[config.mk]
export PLATFORM = sky130hd
export DESIGN_NAME = spram_arbiter_flat
export DESIGN_NICKNAME = d
export VERILOG_FILES = /design/src/rtl/spram_arbiter_pkg.sv /design/src/rtl/spram_arbiter_if.sv /design/src/rtl/spram_arbiter_rr_select.sv /design/src/rtl/spram_arbiter.sv /design/src/flat_wrapper.sv
export SDC_FILE = /design/constraint.sdc
export NUM_CORES = 1
export LEC_CHECK = 0
export CAP_MARGIN = 20
export CORE_ASPECT_RATIO = 0.8
export CORE_MARGIN = 3
export CORE_UTILIZATION = 30
export DETAILED_ROUTE_END_ITERATION = 10
export GPL_ROUTABILITY_DRIVEN = 0
export PLACE_DENSITY = 0.74
export SYNTH_ARGS = -nofsm -noshare
export SYNTH_HDL_FRONTEND = slang
export SYNTH_SLANG_ARGS = --single-unit
export TNS_END_PERCENT = 50
[constraint.sdc]
create_clock -name clk -period 4.3 [get_ports clk]
set_input_delay 0.86 -clock clk [delete_from_list [all_inputs] [get_ports clk]]
set_output_delay 0.86 -clock clk [all_outputs]
set_load 0.02 [all_outputs]
[src/rtl/spram_arbiter_pkg.sv]
// Shared defaults, request record and round-robin pointer helper for the
// single-port RAM arbiter.
package spram_arbiter_pkg;

  localparam int DEF_NUM_REQ    = 4;
  localparam int DEF_DATA_WIDTH = 8;
  localparam int DEF_ADDR_WIDTH = 4;
  localparam int DEF_BURST_MAX  = 4;

  typedef struct packed {
    logic                      we;
    logic [DEF_ADDR_WIDTH-1:0] addr;
    logic [DEF_DATA_WIDTH-1:0] wdata;
  } req_t;

  // Pointer to the requester after id, wrapping at num (num need not be 2^n).
  function automatic int next_ptr(input int id, input int num);
    return (id == num - 1) ? 0 : id + 1;
  endfunction

endpackage

[src/rtl/spram_arbiter_if.sv]
// Requester-side command and response bundle of the SPRAM arbiter; clients
// use the master view, the arbiter the slave view.
interface spram_arbiter_if
  import spram_arbiter_pkg::*;
#(
  parameter int NUM_REQ    = DEF_NUM_REQ,
  parameter int DATA_WIDTH = DEF_DATA_WIDTH,
  parameter int ADDR_WIDTH = DEF_ADDR_WIDTH
);

  logic [NUM_REQ-1:0]            req_valid;
  logic [NUM_REQ-1:0]            req_ready;
  logic [NUM_REQ-1:0]            req_we;
  logic [NUM_REQ*ADDR_WIDTH-1:0] req_addr;
  logic [NUM_REQ*DATA_WIDTH-1:0] req_wdata;
  logic [NUM_REQ-1:0]            rsp_valid;
  logic [DATA_WIDTH-1:0]         rsp_data;

  modport master (
    output req_valid, req_we, req_addr, req_wdata,
    input  req_ready, rsp_valid, rsp_data
  );

  modport slave (
    input  req_valid, req_we, req_addr, req_wdata,
    output req_ready, rsp_valid, rsp_data
  );

endinterface

[src/rtl/spram_arbiter_rr_select.sv]
// Combinational rotate-priority picker: first set request at or above start,
// wrapping from NUM_REQ-1 back to 0.
module rr_select
  import spram_arbiter_pkg::*;
#(
  parameter int NUM_REQ  = DEF_NUM_REQ,
  parameter int ID_WIDTH = $clog2(NUM_REQ)
) (
  input  logic [NUM_REQ-1:0]  req,
  input  logic [ID_WIDTH-1:0] start,
  output logic [NUM_REQ-1:0]  grant,
  output logic [ID_WIDTH-1:0] grant_id,
  output logic                any
);

  int                idx;
  logic [ID_WIDTH-1:0] pos;

  always_comb begin
    grant    = '0;
    grant_id = '0;
    any      = 1'b0;
    idx      = 0;
    pos      = '0;
    for (int k = 0; k < NUM_REQ; k++) begin
      idx = int'(start) + k;
      if (idx >= NUM_REQ) idx = idx - NUM_REQ;
      pos = ID_WIDTH'(idx);
      if (!any && req[pos]) begin
        any       = 1'b1;
        grant[pos] = 1'b1;
        grant_id  = pos;
      end
    end
  end

endmodule

[src/rtl/spram_arbiter.sv]
// Shares one synchronous-read single-port RAM between NUM_REQ requesters using
// round-robin arbitration with a bounded burst for the current owner.
module spram_arbiter
  import spram_arbiter_pkg::*;
#(
  parameter int NUM_REQ    = DEF_NUM_REQ,
  parameter int DATA_WIDTH = DEF_DATA_WIDTH,
  parameter int ADDR_WIDTH = DEF_ADDR_WIDTH,
  parameter int BURST_MAX  = DEF_BURST_MAX,
  parameter int ID_WIDTH   = $clog2(NUM_REQ)
) (
  input  logic                  clk,
  input  logic                  rst,
  spram_arbiter_if.slave        bus,
  output logic                  mem_wea,
  output logic [ADDR_WIDTH-1:0] mem_addr,
  output logic [DATA_WIDTH-1:0] mem_din,
  input  logic [DATA_WIDTH-1:0] mem_dout
);

  localparam int CNT_WIDTH = $clog2(BURST_MAX + 1);

  logic                 owner_valid;
  logic [ID_WIDTH-1:0]  owner_id;
  logic [ID_WIDTH-1:0]  rr_ptr;
  logic [CNT_WIDTH-1:0] burst_cnt;
  logic [NUM_REQ-1:0]   rsp_pend;

  logic [NUM_REQ-1:0]   rr_grant;
  logic [ID_WIDTH-1:0]  rr_id;
  logic                 rr_any;
  logic                 owner_keep;
  logic                 grant_any;
  logic [ID_WIDTH-1:0]  grant_id;

  logic [ADDR_WIDTH-1:0] addr_arr  [NUM_REQ];
  logic [DATA_WIDTH-1:0] wdata_arr [NUM_REQ];

  for (genvar i = 0; i < NUM_REQ; i++) begin : g_split
    assign addr_arr[i]  = bus.req_addr[i*ADDR_WIDTH +: ADDR_WIDTH];
    assign wdata_arr[i] = bus.req_wdata[i*DATA_WIDTH +: DATA_WIDTH];
  end

  rr_select #(
    .NUM_REQ  (NUM_REQ),
    .ID_WIDTH (ID_WIDTH)
  ) u_rr_select (
    .req      (bus.req_valid),
    .start    (rr_ptr),
    .grant    (rr_grant),
    .grant_id (rr_id),
    .any      (rr_any)
  );

  // The owner keeps the port while it still asks and has burst budget left;
  // otherwise the rotating scan decides, which may re-pick an exhausted owner.
  always_comb begin
    owner_keep    = owner_valid && bus.req_valid[owner_id] &&
                    (burst_cnt < CNT_WIDTH'(BURST_MAX));
    grant_any     = !rst && (owner_keep || rr_any);
    grant_id      = owner_keep ? owner_id : rr_id;
    bus.req_ready = '0;
    if (!rst) bus.req_ready = owner_keep ? (NUM_REQ'(1) << owner_id) : rr_grant;
  end

  always_comb begin
    mem_wea  = 1'b0;
    mem_addr = '0;
    mem_din  = '0;
    if (grant_any) begin
      mem_wea  = bus.req_we[grant_id];
      mem_addr = addr_arr[grant_id];
      mem_din  = wdata_arr[grant_id];
    end
  end

  always_ff @(posedge clk) begin
    if (rst) begin
      owner_valid <= 1'b0;
      owner_id    <= '0;
      burst_cnt   <= '0;
      rr_ptr      <= '0;
      rsp_pend    <= '0;
    end else begin
      rsp_pend <= bus.req_ready & ~bus.req_we;
      if (grant_any) begin
        owner_valid <= 1'b1;
        owner_id    <= grant_id;
        burst_cnt   <= owner_keep ? burst_cnt + 1'b1 : CNT_WIDTH'(1);
        rr_ptr      <= ID_WIDTH'(next_ptr(int'(grant_id), NUM_REQ));
      end else begin
        owner_valid <= 1'b0;
        burst_cnt   <= '0;
      end
    end
  end

  // Read data comes straight from the RAM; only the strobe qualifies it.
  assign bus.rsp_valid = rst ? '0 : rsp_pend;
  assign bus.rsp_data  = mem_dout;

endmodule
[src/flat_wrapper.sv]
// flat-port wrapper written by rule: the top's interface ports become plain ports
module spram_arbiter_flat import spram_arbiter_pkg::*;
#(
  parameter int NUM_REQ    = DEF_NUM_REQ,
  parameter int DATA_WIDTH = DEF_DATA_WIDTH,
  parameter int ADDR_WIDTH = DEF_ADDR_WIDTH,
  parameter int BURST_MAX  = DEF_BURST_MAX,
  parameter int ID_WIDTH   = $clog2(NUM_REQ)
)
  (clk, rst, mem_wea, mem_addr, mem_din, mem_dout, bus_req_valid, bus_req_we, bus_req_addr, bus_req_wdata, bus_req_ready, bus_rsp_valid, bus_rsp_data);
  spram_arbiter_if #(.NUM_REQ(NUM_REQ), .DATA_WIDTH(DATA_WIDTH), .ADDR_WIDTH(ADDR_WIDTH)) bus_i ();
  input  logic clk;
  input  logic rst;
  output logic mem_wea;
  output logic [ADDR_WIDTH-1:0] mem_addr;
  output logic [DATA_WIDTH-1:0] mem_din;
  input  logic [DATA_WIDTH-1:0] mem_dout;
  input wire logic [$bits(bus_i.req_valid)-1:0] bus_req_valid;
  input wire logic [$bits(bus_i.req_we)-1:0] bus_req_we;
  input wire logic [$bits(bus_i.req_addr)-1:0] bus_req_addr;
  input wire logic [$bits(bus_i.req_wdata)-1:0] bus_req_wdata;
  output wire logic [$bits(bus_i.req_ready)-1:0] bus_req_ready;
  output wire logic [$bits(bus_i.rsp_valid)-1:0] bus_rsp_valid;
  output wire logic [$bits(bus_i.rsp_data)-1:0] bus_rsp_data;
  assign bus_i.req_valid = bus_req_valid;
  assign bus_i.req_we = bus_req_we;
  assign bus_i.req_addr = bus_req_addr;
  assign bus_i.req_wdata = bus_req_wdata;
  assign bus_req_ready = bus_i.req_ready;
  assign bus_rsp_valid = bus_i.rsp_valid;
  assign bus_rsp_data = bus_i.rsp_data;
  spram_arbiter #(.NUM_REQ(NUM_REQ), .DATA_WIDTH(DATA_WIDTH), .ADDR_WIDTH(ADDR_WIDTH), .BURST_MAX(BURST_MAX), .ID_WIDTH(ID_WIDTH)) u_core (.clk(clk), .rst(rst), .bus(bus_i), .mem_wea(mem_wea), .mem_addr(mem_addr), .mem_din(mem_din), .mem_dout(mem_dout));
endmodule
==> results of run 1 <==
==> per-stage QoR <==
| step | TNS (ps) | instances | utilization [%] |
|---|---|---|---|
| global placement | -5240 | 335 | 51.3 |
| finish | 0 | 351 | 55.3 |
| CTS | -175 | 343 | 51.6 |
| floorplan | 0 | 183 | - |
| global route | 0 | 351 | 55.3 |
| detailed placement | -6240 | 335 | 51.3 |
==> where the power goes <==
group          leakage [nW]  switching (mW)  internal, mW  total [mW]
combinational          1.15           0.774         0.922        1.70
sequential           0.0989          0.0279         0.144       0.172
clock                0.0288          0.0442        0.0809       0.125
==> cell usage in the layout, fill, tap and decap left out, types with 4 or more instances in the layout <==
| cell | netlist | final |
|---|---|---|
| a22o_1 | 4 | 4 |
| mux4_2 | 4 | 4 |
| buf_4 | 11 | 47 |
| and2_1 | 4 | 4 |
| inv_1 | 4 | 4 |
| o22ai_2 | 8 | 8 |
| a21oi_1 | 7 | 7 |
| mux2i_2 | 0 | 4 |
| buf_6 | 2 | 6 |
| dlygate4sd2_1 | 0 | 5 |
| clkdlybuf4s50_1 | 0 | 57 |
| o22ai_1 | 5 | 5 |
| ha_1 | 9 | 9 |
| dfxtp_1 | 12 | 12 |
| nor2b_1 | 10 | 9 |
| nand2_1 | 6 | 6 |
| mux2i_4 | 0 | 4 |
| mux2i_1 | 27 | 19 |
| clkbuf_8 | 0 | 4 |
| buf_2 | 3 | 5 |
| nor2_1 | 6 | 6 |
| mux2_2 | 5 | 5 |
==> metal layers <==
metal	global-route usage, %	vias to the layer above
met3	3.84	4
met2	25.8	71
met4	2.98	0
met1	19.5	842
li1	-	899
met5	0	-
==> worst register-to-register path, cell delays in order (launching register included) <==
cell,delay [ps]
dfxtp_1,320
inv_1,50
ha_1,510
mux2_2,390
mux2i_1,230
o21ai_1,120
a222oi_1,320
buf_4,230
buf_12,110
clkbuf_16,140
buf_4,120
mux2_2,320
o31ai_1,60
==> final timing paths <==
kind / start / slack, ps / depth (start not counted) / to
setup / recovery: bus_req_valid[3] / 100 / 11 / mem_addr[2]
setup reg to reg: u_core.rr_ptr[1] / 1290 / 12 / u_core.rr_ptr[1]
hold reg to reg: u_core.burst_cnt[0] / 450 / 1 / u_core.burst_cnt[0]
hold / removal: u_core.burst_cnt[0] / 450 / 1 / u_core.burst_cnt[0]
==> Yosys cell counts (4+ instances only) <==
master	n
o22ai_2	8
buf_4	11
inv_1	4
mux2_2	5
a21oi_1	7
and2_1	4
nor2b_1	10
o22ai_1	5
nor2_1	6
clkbuf_1	7
dfxtp_1	12
ha_1	9
mux4_2	4
nand2_1	6
a22o_1	4
mux2i_1	27
==> area by class of cell <==
class / instances / area [um2]
Clock buffer: 4 / 55.1
Sequential cell: 12 / 240
Inverter: 5 / 18.8
Fill cell: 466 / 2310
Multi-Input combinational cell: 141 / 1310
Tap cell: 62 / 77.6
Timing Repair Buffer: 127 / 1170
==> kinds of logic after synthesis <==
| logic type | count (synthesis) |
|---|---|
| buffers and inverters | 30 |
| muxes | 37 |
| DFF | 12 |
| and+or+nand+nor | 49 |
| adders and majority gates | 9 |
| AOI/OAI and AO/OA | 46 |
==> sequential cells by signal, indices dropped and copies added (netlist names) <==
signal	cells
u_core.owner_valid	1
u_core.rr_ptr	2
u_core.owner_id	2
u_core.rsp_pend	4
u_core.burst_cnt	3
==> timing repair <==
action / CTS / global route
buffers inserted: 4 / 9
pin swaps: 0 / 7
gates cloned: 0 / 1
endpoints found under the setup margin: 17 / 13
hold endpoints to repair: 0 / 0
hold buffers: 0 / 0
resized for setup: 54 / 33
==> impl_metrics.json, run 1 <==
{
  "outcome": "finished, final reports clean",
  "numCtsBuffers": 3,
  "rows": 23,
  "arrival_ps": 3340,
  "drt-met1-wl_mm": 2.31,
  "slew_headroom_pct": 73.9,
  "synth_cell_types": 51,
  "crit_type": "in2out",
  "grt_max_degree": 20,
  "firstDrtPassIters": 4,
  "synth-compound-area-share_pct": 23.0,
  "crit_buf_inv": 5,
  "crit_family": "buffers and inverters",
  "peakVddDrop_v": 0.000480,
  "wl_met3_um": 356,
  "clk_latency_ps": 240,
  "hp-class": "reg2reg",
  "clock_sinks": 12,
  "io_pins": 95,
  "avgSynthCellArea_um2": 9.13,
  "yosys.area_share.xor_xnor_pct": 0,
  "synthArstFlopShare_pct": 0,
  "synth-simple-area-share_pct": 18.1,
  "antenna_left": 0,
  "netlist.area_leader.share_pct": 16.2,
  "dp_hpwl_mm": 4.01,
  "clk_pin_slew_worst_paths_ps": 60,
  "place_area_um2": 2660,
  "drt_iter0_drc": 71,
  "antenna_found_initial": 0,
  "cap_violations": 0,
  "root_buffer": "clkbuf_8",
  "gr-usage-all-layers_pct": 15.2,
  "die_h_um": 72.8,
  "cts_tree": "yes",
  "synth_adder_area_share_pct": 6.74,
  "wl_met2_mm": 2.59,
  "max_freq_mhz": 238,
  "synth-seq-cells": 12,
  "ys_seq_area_share_pct": 14.4,
  "clock_path_buffers": 2,
  "skew_ps": 2.57,
  "cp_max_fo": 13,
  "n_antenna_cell": 0,
  "drc": 0,
  "finalNetCount": 365,
  "portBuffers": 78,
  "end_kind": "output port",
  "slew_violations": 0,
  "p_leak_nw": 1.28,
  "initial_core_util_pct": 32.3,
  "worstMarginPinSlew_ps": 386,
  "finalSetupViolCount": 0,
  "crit_slowest_cell": "mux4_2",
  "grt_pass1_vias": 1760,
  "drive_gt1_share_pct": 33.2,
  "die-area_um2": 6510,
  "area_growth_pct": 71.5,
  "netlist_area_um2": 1670,
  "power_density_nw_per_um2": 695,
  "grt_overflow": 0,
  "synth_top_family_by_area": "multiplexers",
  "cp_common_cell": "buf_4",
  "synthTopCellsByArea": "mux2i_1, dfxtp_1, ha_1",
  "synthFlopType": "dfxtp_1",
  "wl_per_cell_um": 15.1,
  "core_um2": 5180,
  "routed.top_layer": "met4",
  "grt_first_pass_wirelength_mm": 7.94,
  "htreeDepth": 1,
  "startpoint_type": "input port",
  "synthMuxAreaShare_pct": 25.6,
  "cp_cell_sequence": "dlygate4sd2_1, mux4_2, nor2b_4, or2_0, a222oi_1, buf_4, buf_12, clkbuf_16, mux2i_1, o22ai_2, buf_4",
  "final.setup.worst_slack_ps": 98.0,
  "fin_total_pwr_mw": 1.99,
  "die_w_um": 89.5,
  "finalCriticalPeriod_ps": 4200,
  "vias": 1816,
  "syn_nets": 258,
  "synth_warnings": 0,
  "synth_edf_count": 0,
  "cp_slowest_stage_delay_ps": 530,
  "vias_per_cell": 5.17,
  "final_cell_area_um2": 2870,
  "required_ps": 3440,
  "timing.final.crit_share_pct": 97.7,
  "finalHoldViolCount": 0,
  "synthCells": 183,
  "grt_setup_unrepaired": "false",
  "worst_hold_slack_ps": 448,
  "routed_wl_mm": 5.29,
  "yosys.area.top_type": "mux2i_1",
  "post-place-ws_ps": -490
}
No activity file was read; power rests on OpenSTA's default activity.
==> run 2: changes to the inputs <==
--- a/config.mk
+++ b/config.mk
@@ -9,6 +9,7 @@
 export CORE_ASPECT_RATIO = 0.8
 export CORE_MARGIN = 3
 export CORE_UTILIZATION = 30
+export CTS_CLUSTER_SIZE = 16
 export DETAILED_ROUTE_END_ITERATION = 10
 export GPL_ROUTABILITY_DRIVEN = 0
 export PLACE_DENSITY = 0.74
==> results of run 2 <==
Same layout as run 1: the final DEF is identical, and so are final timing and power.
==> run 3: changes to the inputs <==
--- a/config.mk
+++ b/config.mk
@@ -6,7 +6,6 @@
 export NUM_CORES = 1
 export LEC_CHECK = 0
 export CAP_MARGIN = 20
-export CORE_ASPECT_RATIO = 0.8
 export CORE_MARGIN = 3
 export CORE_UTILIZATION = 30
 export CTS_CLUSTER_SIZE = 16
==> run 3 against run 2 <==
Die area hardly changed. Critical path type unchanged. Wire length rose by 3.4%. Clock skew grew 2.9 ps. Worst hold slack improved by 3.8 ps. Non-clock buffer count is 9 lower. Power decreased by 9.4%. Largest power group unchanged. Highest routed layer unchanged. Critical path depth is 1 higher.
==> impl_metrics.json, run 3 (synthesis results as in run 1) <==
{
  "outcome": "finished, final reports clean",
  "end_kind": "output port",
  "antenna_found_initial": 0,
  "rows": 26,
  "multiInputGateArea_um2": 1260,
  "layout.area.seq_um2": 240,
  "grt_busiest_layer": "met2",
  "die-area_um2": 6500,
  "hp-class": "reg2reg",
  "wl_per_cell_um": 15.6,
  "required_ps": 3440,
  "crit_type": "in2out",
  "finalSetupViolCount": 0,
  "die_w_um": 80.6,
  "slew_violations": 0,
  "largest-register": "u_core.rsp_pend",
  "top_regs": "u_core.rsp_pend: 4 flops, u_core.burst_cnt: 3 flops",
  "firstDrtPassIters": 4,
  "routed_wl_mm": 5.47,
  "skew_ps": 5.47,
  "p_int_mw": 1.01,
  "clock_sinks": 12,
  "use_met1_pct": 18.1,
  "portBuffers": 78,
  "finalHoldViolCount": 0,
  "clock_path_buffers": 2,
  "timing.final.crit_share_pct": 95.6,
  "grt_first_pass_wirelength_mm": 8.25,
  "core_um2": 5240,
  "power.share.clock_pct": 7.0,
  "cp_slowest_stage_delay_ps": 330,
  "gr-usage-all-layers_pct": 16.0,
  "setup_tns_ps": 0,
  "met2_usage_pct": 31.0,
  "crit_slowest_cell": "mux2_1",
  "drt_iter0_drc": 46,
  "peakVddDrop_v": 0.000304,
  "initial_core_util_pct": 31.9,
  "slew_headroom_pct": 68.5,
  "dp_hpwl_mm": 4.42,
  "p_leak_nw": 1.24,
  "fillers": 483,
  "holdCritStartpoint": "u_core.burst_cnt[0]",
  "area_growth_pct": 62.4,
  "vias": 1765,
  "layout_common_cells": "clkdlybuf4s50_1, buf_4, mux2i_1",
  "n_antenna_cell": 0,
  "clk_latency_ps": 250,
  "gr-usage-met3_pct": 2.69,
  "place_area_um2": 2680,
  "p_sw_mw": 0.793,
  "largest_register_ffs": 4,
  "vias_per_cell": 5.04,
  "grt_overflow": 0,
  "worstMarginPinSlew_ps": 460,
  "die_h_um": 80.6,
  "arrival_ps": 3250,
  "layout_commonest_cell": "clkdlybuf4s50_1",
  "startpoint_type": "input port",
  "grt_pass1_vias": 1727,
  "cp_common_cell": "buf_4",
  "fin_total_pwr_mw": 1.81,
  "drive_gt1_share_pct": 31.4,
  "switching_share_pct": 44.0,
  "worst_hold_slack_ps": 452,
  "finalNetCount": 356,
  "root_buffer": "clkbuf_8",
  "p_seq_share_pct": 9.5,
  "hold_buffers": 0,
  "final.setup.worst_slack_ps": 188,
  "clk_pin_slew_worst_paths_ps": 60,
  "cp_cell_sequence": "dlygate4sd2_1, mux2_1, a22o_2, buf_4, nor3_1, a222oi_1, buf_4, buf_4, buf_12, mux2i_2, o22ai_2, clkbuf_2",
  "finalCriticalPeriod_ps": 4110,
  "final_cell_area_um2": 2720,
  "io_pins": 95,
  "comb_power_share_pct": 83.5,
  "power_density_nw_per_um2": 665,
  "grt_setup_unrepaired": "false",
  "worstReg2RegStart": "u_core.rr_ptr[0]",
  "antenna_left": 0,
  "cp_max_fo": 12,
  "drc": 0,
  "grt_max_degree": 20,
  "htreeDepth": 1,
  "numCtsBuffers": 3,
  "max_freq_mhz": 243,
  "cap_violations": 0,
  "cts_tree": "yes",
  "post-place-ws_ps": -508,
  "crit_start": "bus_req_valid[3]"
}
==> run 3: final timing paths <==
path / cells after the start / slack [ps] / to
worst min-delay path: 1 / 450 / u_core.burst_cnt[0]
worst max register to register: 9 / 1480 / u_core.rr_ptr[1]
worst min register to register: 1 / 450 / u_core.burst_cnt[0]
worst max-delay path: 12 / 190 / mem_din[1]
==> run 3: final cells by class <==
class | count | area share, %
flip-flops and latches | 12 | 8.85
clock buffers | 4 | 2.03
multi-input cells | 141 | 46.5
well taps | 70 | 3.23
repair buffers | 118 | 38.7
inverters | 5 | 0.691
==> run 3: worst max-delay path, delay by kind of cell <==
family                 cells  cell delay, ps
and+or+nand+nor            1             200
muxes                      2             480
buffers and inverters      6            1140
AOI/OAI and AO/OA          3             570
==> run 3: what timing repair did <==
action                                  in CTS  in global routing
setup buffers                                2                  1
pin swaps                                    1                  1
endpoints found under the setup margin      17                 17
gates cloned                                 0                  0
gates resized for setup                     24                 35
==> run 3: power by group through the flow <==
stage                     logic (mW)  registers (mW)  clock network [mW]
after floorplan                 1.00           0.167                   0
after global placement          1.50           0.172                   0
after detailed placement        1.52           0.175                   0
after CTS                       1.51           0.172               0.130
after global routing            1.63           0.177               0.133
final                           1.51           0.172               0.127
==> run 3: metal layers <==
layer,up-vias,share of wire [%],wire length [um]
met4,0,0.90,49
met1,813,39,2140
li1,880,-,-
met5,-,0,0
met2,66,51,2770
met3,6,9.3,510
==> run 3: stage by stage <==
stage / instances / util (%)
finish: 350 / 51.8
global route: 350 / 51.8
CTS: 349 / 52.4
detailed placement: 343 / 51.1
global placement: 343 / 51.1
floorplan: 183 / -
==> RTL change 1: new RTL, settings of run 2 <==
Make the reset (`rst`) asynchronous in one clocked block.
--- a/src/rtl/spram_arbiter.sv
+++ b/src/rtl/spram_arbiter.sv
@@ -76,3 +76,3 @@
 
-  always_ff @(posedge clk) begin
+  always_ff @(posedge clk or posedge rst) begin
     if (rst) begin
Function: same outputs for any inputs over 10 cycles, from zero or initial values and one cycle with rst high; that may be too few to reach the edited logic, so the function may still have changed.
==> RTL change 1 against run 2 <==
  * Global-route usage shrank 0.45 points
  * Wire length is 17% lower
  * Die area decreased by 9.4%
  * Largest power group unchanged
  * Sequential cell count stayed put
  * Utilization fell by 3.4 points
  * Sequential power rose by 4%
  * Power shrank 7.3%
  * Synthesized area shrank 10%
  * Count of clock-buffer cells in the layout fell by 1
  * Critical path depth down 1
  * Hold slack got worse by 0.0079 ns
  * Setup slack got worse by 0.065 ns
  * Cell area fell by 15%
  * Sequential share of layout area rose by 3.9 points
==> RTL change 1: results (changes against run 2) <==
M1 WL: 1930 um (-17%)
sequential-to-total area share from yosys stat: 0.200 (+0.0563)
Fin Hold WS: 0.440 ns (-0.00791 ns)
Worst Tran Pin Value: 0.457 ns (+0.0708 ns)
outcome: finished clean
met3 routed WL: 280 um (-21%)
Post-Layout Inst Area: 2450 um2 (-15%)
first-pass GRT wire length: 7190 um (-9.4%)
r2r setup slk: 1.61 ns (+0.32 ns)
post-synth cell types: 41 (-20%)
met2 GRT Util: 0.247 (-0.0101)
largest net degree at the start of global routing: 22 (+10%)
met3 Usage GRT: 0.0404 (+0.00201)
dominant synthesized flop cell: dfrtp_1
Multi-input gate area: 1050 um2 (-20%)
FF-to-FF Start: u_core.rr_ptr[0]
Signal buffers: 107 (-16%)
Hold Path Origin: u_core.burst_cnt[0]
first-iteration detailed-routing DRC count: 66 (-7.0%)
Non-clock buffers, area share: 0.395 (-0.0118)
Max FO, Critical Path: 10 (-3)
GRT Overall Usage: 0.147 (-0.00452)
top cells by area, synth: dfrtp_1, mux2i_1, ha_1
synthesized net count: 227 (-12%)
hold path endpoint: u_core.burst_cnt[0]
post-CTS setup buffers: 0 (-4)
vias in the first global route: 1516 (-14%)
Synth top cells by count: mux2i_1, o22ai_1, dfrtp_1
VDD IR-drop max: 451 uV (-5.9%)
R2R depth: 10 (-2)
HPWL Detailed: 3580 um (-11%)
Fin Clk Skew: 0.000343 ns (-0.00222 ns)
routed wl met2: 2170 um (-16%)
Finished Layout Cells: 303 (-14%)
grt met1 use: 0.197 (+0.00272)
Layout clock area frac: 0.0169 (-0.00233)
ys async rst share: 1.00 (+1.00)
Nets: 320 (-12%)
[RTL change 1: cell count changes after synthesis, sizes merged, moves of 3 or more]
cell	before	now
dfxtp	12	0
mux2	6	2
nand2b	2	5
dfrtp	0	12
o21ai	3	0
a21oi	7	4
and2	7	0
o41a	3	0
clkbuf	7	4
[RTL change 1: power breakdown]
| part | switching [mW] | leakage, nW | total, mW | internal [mW] |
|---|---|---|---|---|
| clock | 0.0368 | 0.0216 | 0.0981 | 0.0614 |
| sequential | 0.0310 | 0.152 | 0.179 | 0.148 |
| combinational | 0.786 | 0.948 | 1.57 | 0.784 |
[RTL change 1: kinds of logic (layout without fill, tap and decap cells)]
logic type | count (synthesis) | after routing | synth area share
AOI/OAI and AO/OA | 37 | 37 | 0.178
xor gates and xnor gates | 1 | 1 | 0.0108
adders and majority gates | 9 | 9 | 0.0750
buffers and inverters | 23 | 114 | 0.106
DFF | 12 | 12 | 0.200
muxes | 35 | 35 | 0.277
and+or+nand+nor | 35 | 35 | 0.153
[RTL change 1: worst max-delay path, stage by stage]
cell             delay (ns)
clkdlybuf4s50_1        0.45
buf_4                  0.17
mux4_2                 0.49
nor4_4                 0.25
a31oi_1                0.07
a32o_2                 0.31
clkbuf_16              0.19
mux2i_1                0.12
o22ai_1                0.14
dlygate4sd2_1          0.35
[RTL change 1: worst max path at each step]
stage | endpoint | slack, ns | cells after the start
2_1_floorplan | mem_addr[0] | 0.58 | 11
3_3_place_gp | mem_din[4] | -0.23 | 10
3_5_place_dp | mem_din[6] | -0.27 | 9
4_1_cts | mem_addr[2] | 0.01 | 10
5_1_grt | mem_din[3] | -0.07 | 10
6_report | mem_din[3] | 0.03 | 10
==> RTL change 2: new RTL, settings of run 2 <==
Made on the original files. The package constant `DEF_ADDR_WIDTH` goes from 4 to 3.
--- a/src/rtl/spram_arbiter_pkg.sv
+++ b/src/rtl/spram_arbiter_pkg.sv
@@ -6,3 +6,3 @@
   localparam int DEF_DATA_WIDTH = 8;
-  localparam int DEF_ADDR_WIDTH = 4;
+  localparam int DEF_ADDR_WIDTH = 3;
   localparam int DEF_BURST_MAX  = 4;
Ports: changed (resized bus_req_addr and mem_addr); port bits go from 95 to 90. No check against the original RTL was run, so the function may have changed too.
==> RTL change 2 against run 2 <==
  * Wire length is 13% lower
  * Cell area is 12% lower
  * Synthesized cell count is 2.2% lower
  * Setup slack better by 0.0073 ns
  * Count of clock-buffer cells in the layout stayed put
  * Sequential cell count stayed put
  * Power is 15% lower
  * Final cell count is 8.0% lower
  * Largest power group unchanged
  * Critical endpoint is now mem_addr[1]
  * Sequential share of layout area is 1.1 points higher
  * Maximum frequency is 0.17% higher
  * Synthesized area is 5.4% lower
==> RTL change 2: results (changes against run 2) <==
outcome: finished clean
final WL: 4590 um (-13%)
Synth Area in Adders: 0.0712 (+0.00384)
Critical-path top delay cell: mux4_2
Critical Path AT: 3.33 ns (about the same)
H-tree Lvls: 1 (unchanged)
Non-clock buffers, area share: 0.381 (-0.0263)
synthesized net count: 250 (-3.1%)
Filler Cell Count: 436 (-6.4%)
r2r setup slk: 1.67 ns (+0.38 ns)
Inverters, non-clock: 5 (unchanged)
pre-CTS setup slack: -0.322 ns (+0.168 ns)
Syn Inst Count: 179 (-2.2%)
first-pass GRT wire length: 7850 um (-1.1%)
sequential-to-total area share from yosys stat: 0.152 (+0.00819)
#MultiIn Comb: 139 (-1.4%)
fraction of area in multi-input gates: 0.465 (+0.00865)
Placed Area: 2470 um2 (-7.1%)
Slew headroom: 0.725 (-0.0140)
Synth top cells by count: mux2i_1, dfxtp_1, o22ai_1
WL/cell: 14.2 um (-5.7%)
VDD IR-drop max: 493 uV (+2.8%)
GRT Overall Usage: 0.154 (+0.00233)
complex-gate fraction of the synthesized area: 0.221 (-0.00906)
Signal buffers: 103 (-19%)
Nets: 335 (-8.2%)
HPWL Detailed: 3560 um (-11%)
first-iteration detailed-routing DRC count: 98 (+38%)
R2R depth: 10 (-2)
via count: 1686 (-7.2%)
CTS Buf Count: 3 (unchanged)
Leak: 1.10 nW (-14%)
Layout clock area frac: 0.0218 (+0.00262)
post-synth cell types: 47 (-7.8%)
Fin Hold WS: 0.445 ns (-0.00293 ns)
fraction of area in registers: 0.0952 (+0.0114)
Reg2Reg Capture Point: u_core.rsp_pend[1]
top cells by area, synth: mux2i_1, dfxtp_1, ha_1
PortBufs: 73 (-6.4%)
slowest cell delay on critical path: 0.47 ns (-0.06 ns)
Placed Instances: 317 (-5.4%)
Fin Clk Skew: 0.000777 ns (-0.00179 ns)
share of layout cells above drive strength 1: 0.228 (-0.104)
vias in the first global route: 1758 (-0.11%)
std cell rows: 22 (-4.3%)
-- RTL change 2: changes by cell type in the layout (fill, tap and decap cells not counted), sizes merged, moves of 3 or more --
cell and change:
clkdlybuf4s50 -3, dlygate4sd2 +3, nand2b +3, clkdlybuf4s15 +3
and3b -3, dlymetal6s2s -3, buf -31, nor3b -3
clkbuf +7, mux2 -3
-- RTL change 2: what timing repair did --
| item | 4_1_cts | 5_1_grt |
|---|---|---|
| buffers inserted | 1 | 0 |
| resized for setup | 20 | 22 |
| cloned | 0 | 1 |
| pin swaps | 0 | 1 |
| hold buffers | 0 | 0 |
| setup endpoints to repair | 16 | 10 |
-- RTL change 2: logic make-up after synthesis --
group	after synthesis
flops	12
fa+ha+maj	9
mux	34
buf+inv	28
simple gates	50
compound gates	46
-- RTL change 2: layer usage --
metal | vias to the layer above | part of all wire | GRT usage
met4 | 0 | 0.010 | 0.0341
li1 | 831 | - | -
met2 | 70 | 0.48 | 0.259
met5 | - | 0 | 0
met3 | 6 | 0.075 | 0.0547
met1 | 779 | 0.44 | 0.189
-- RTL change 2: power by group --
| group | total, mW | leakage (nW) | switching (mW) | internal (mW) |
|---|---|---|---|---|
| combinational | 1.41 | 0.971 | 0.674 | 0.733 |
| sequential | 0.173 | 0.0990 | 0.0281 | 0.144 |
| clock | 0.124 | 0.0288 | 0.0434 | 0.0810 |
-- RTL change 2: worst max-delay path by stage --
stage,from,to,slack (ns),depth (start not counted)
6_report,bus_req_valid[2],mem_addr[1],0.11,11
5_1_grt,bus_req_valid[2],mem_din[7],-0.02,11
4_1_cts,bus_req_valid[2],mem_addr[2],-0.02,11
3_5_place_dp,bus_req_valid[3],mem_addr[2],-0.32,10
3_3_place_gp,bus_req_valid[3],mem_addr[2],-0.32,10
2_1_floorplan,u_core.rr_ptr[0],mem_din[2],0.59,12
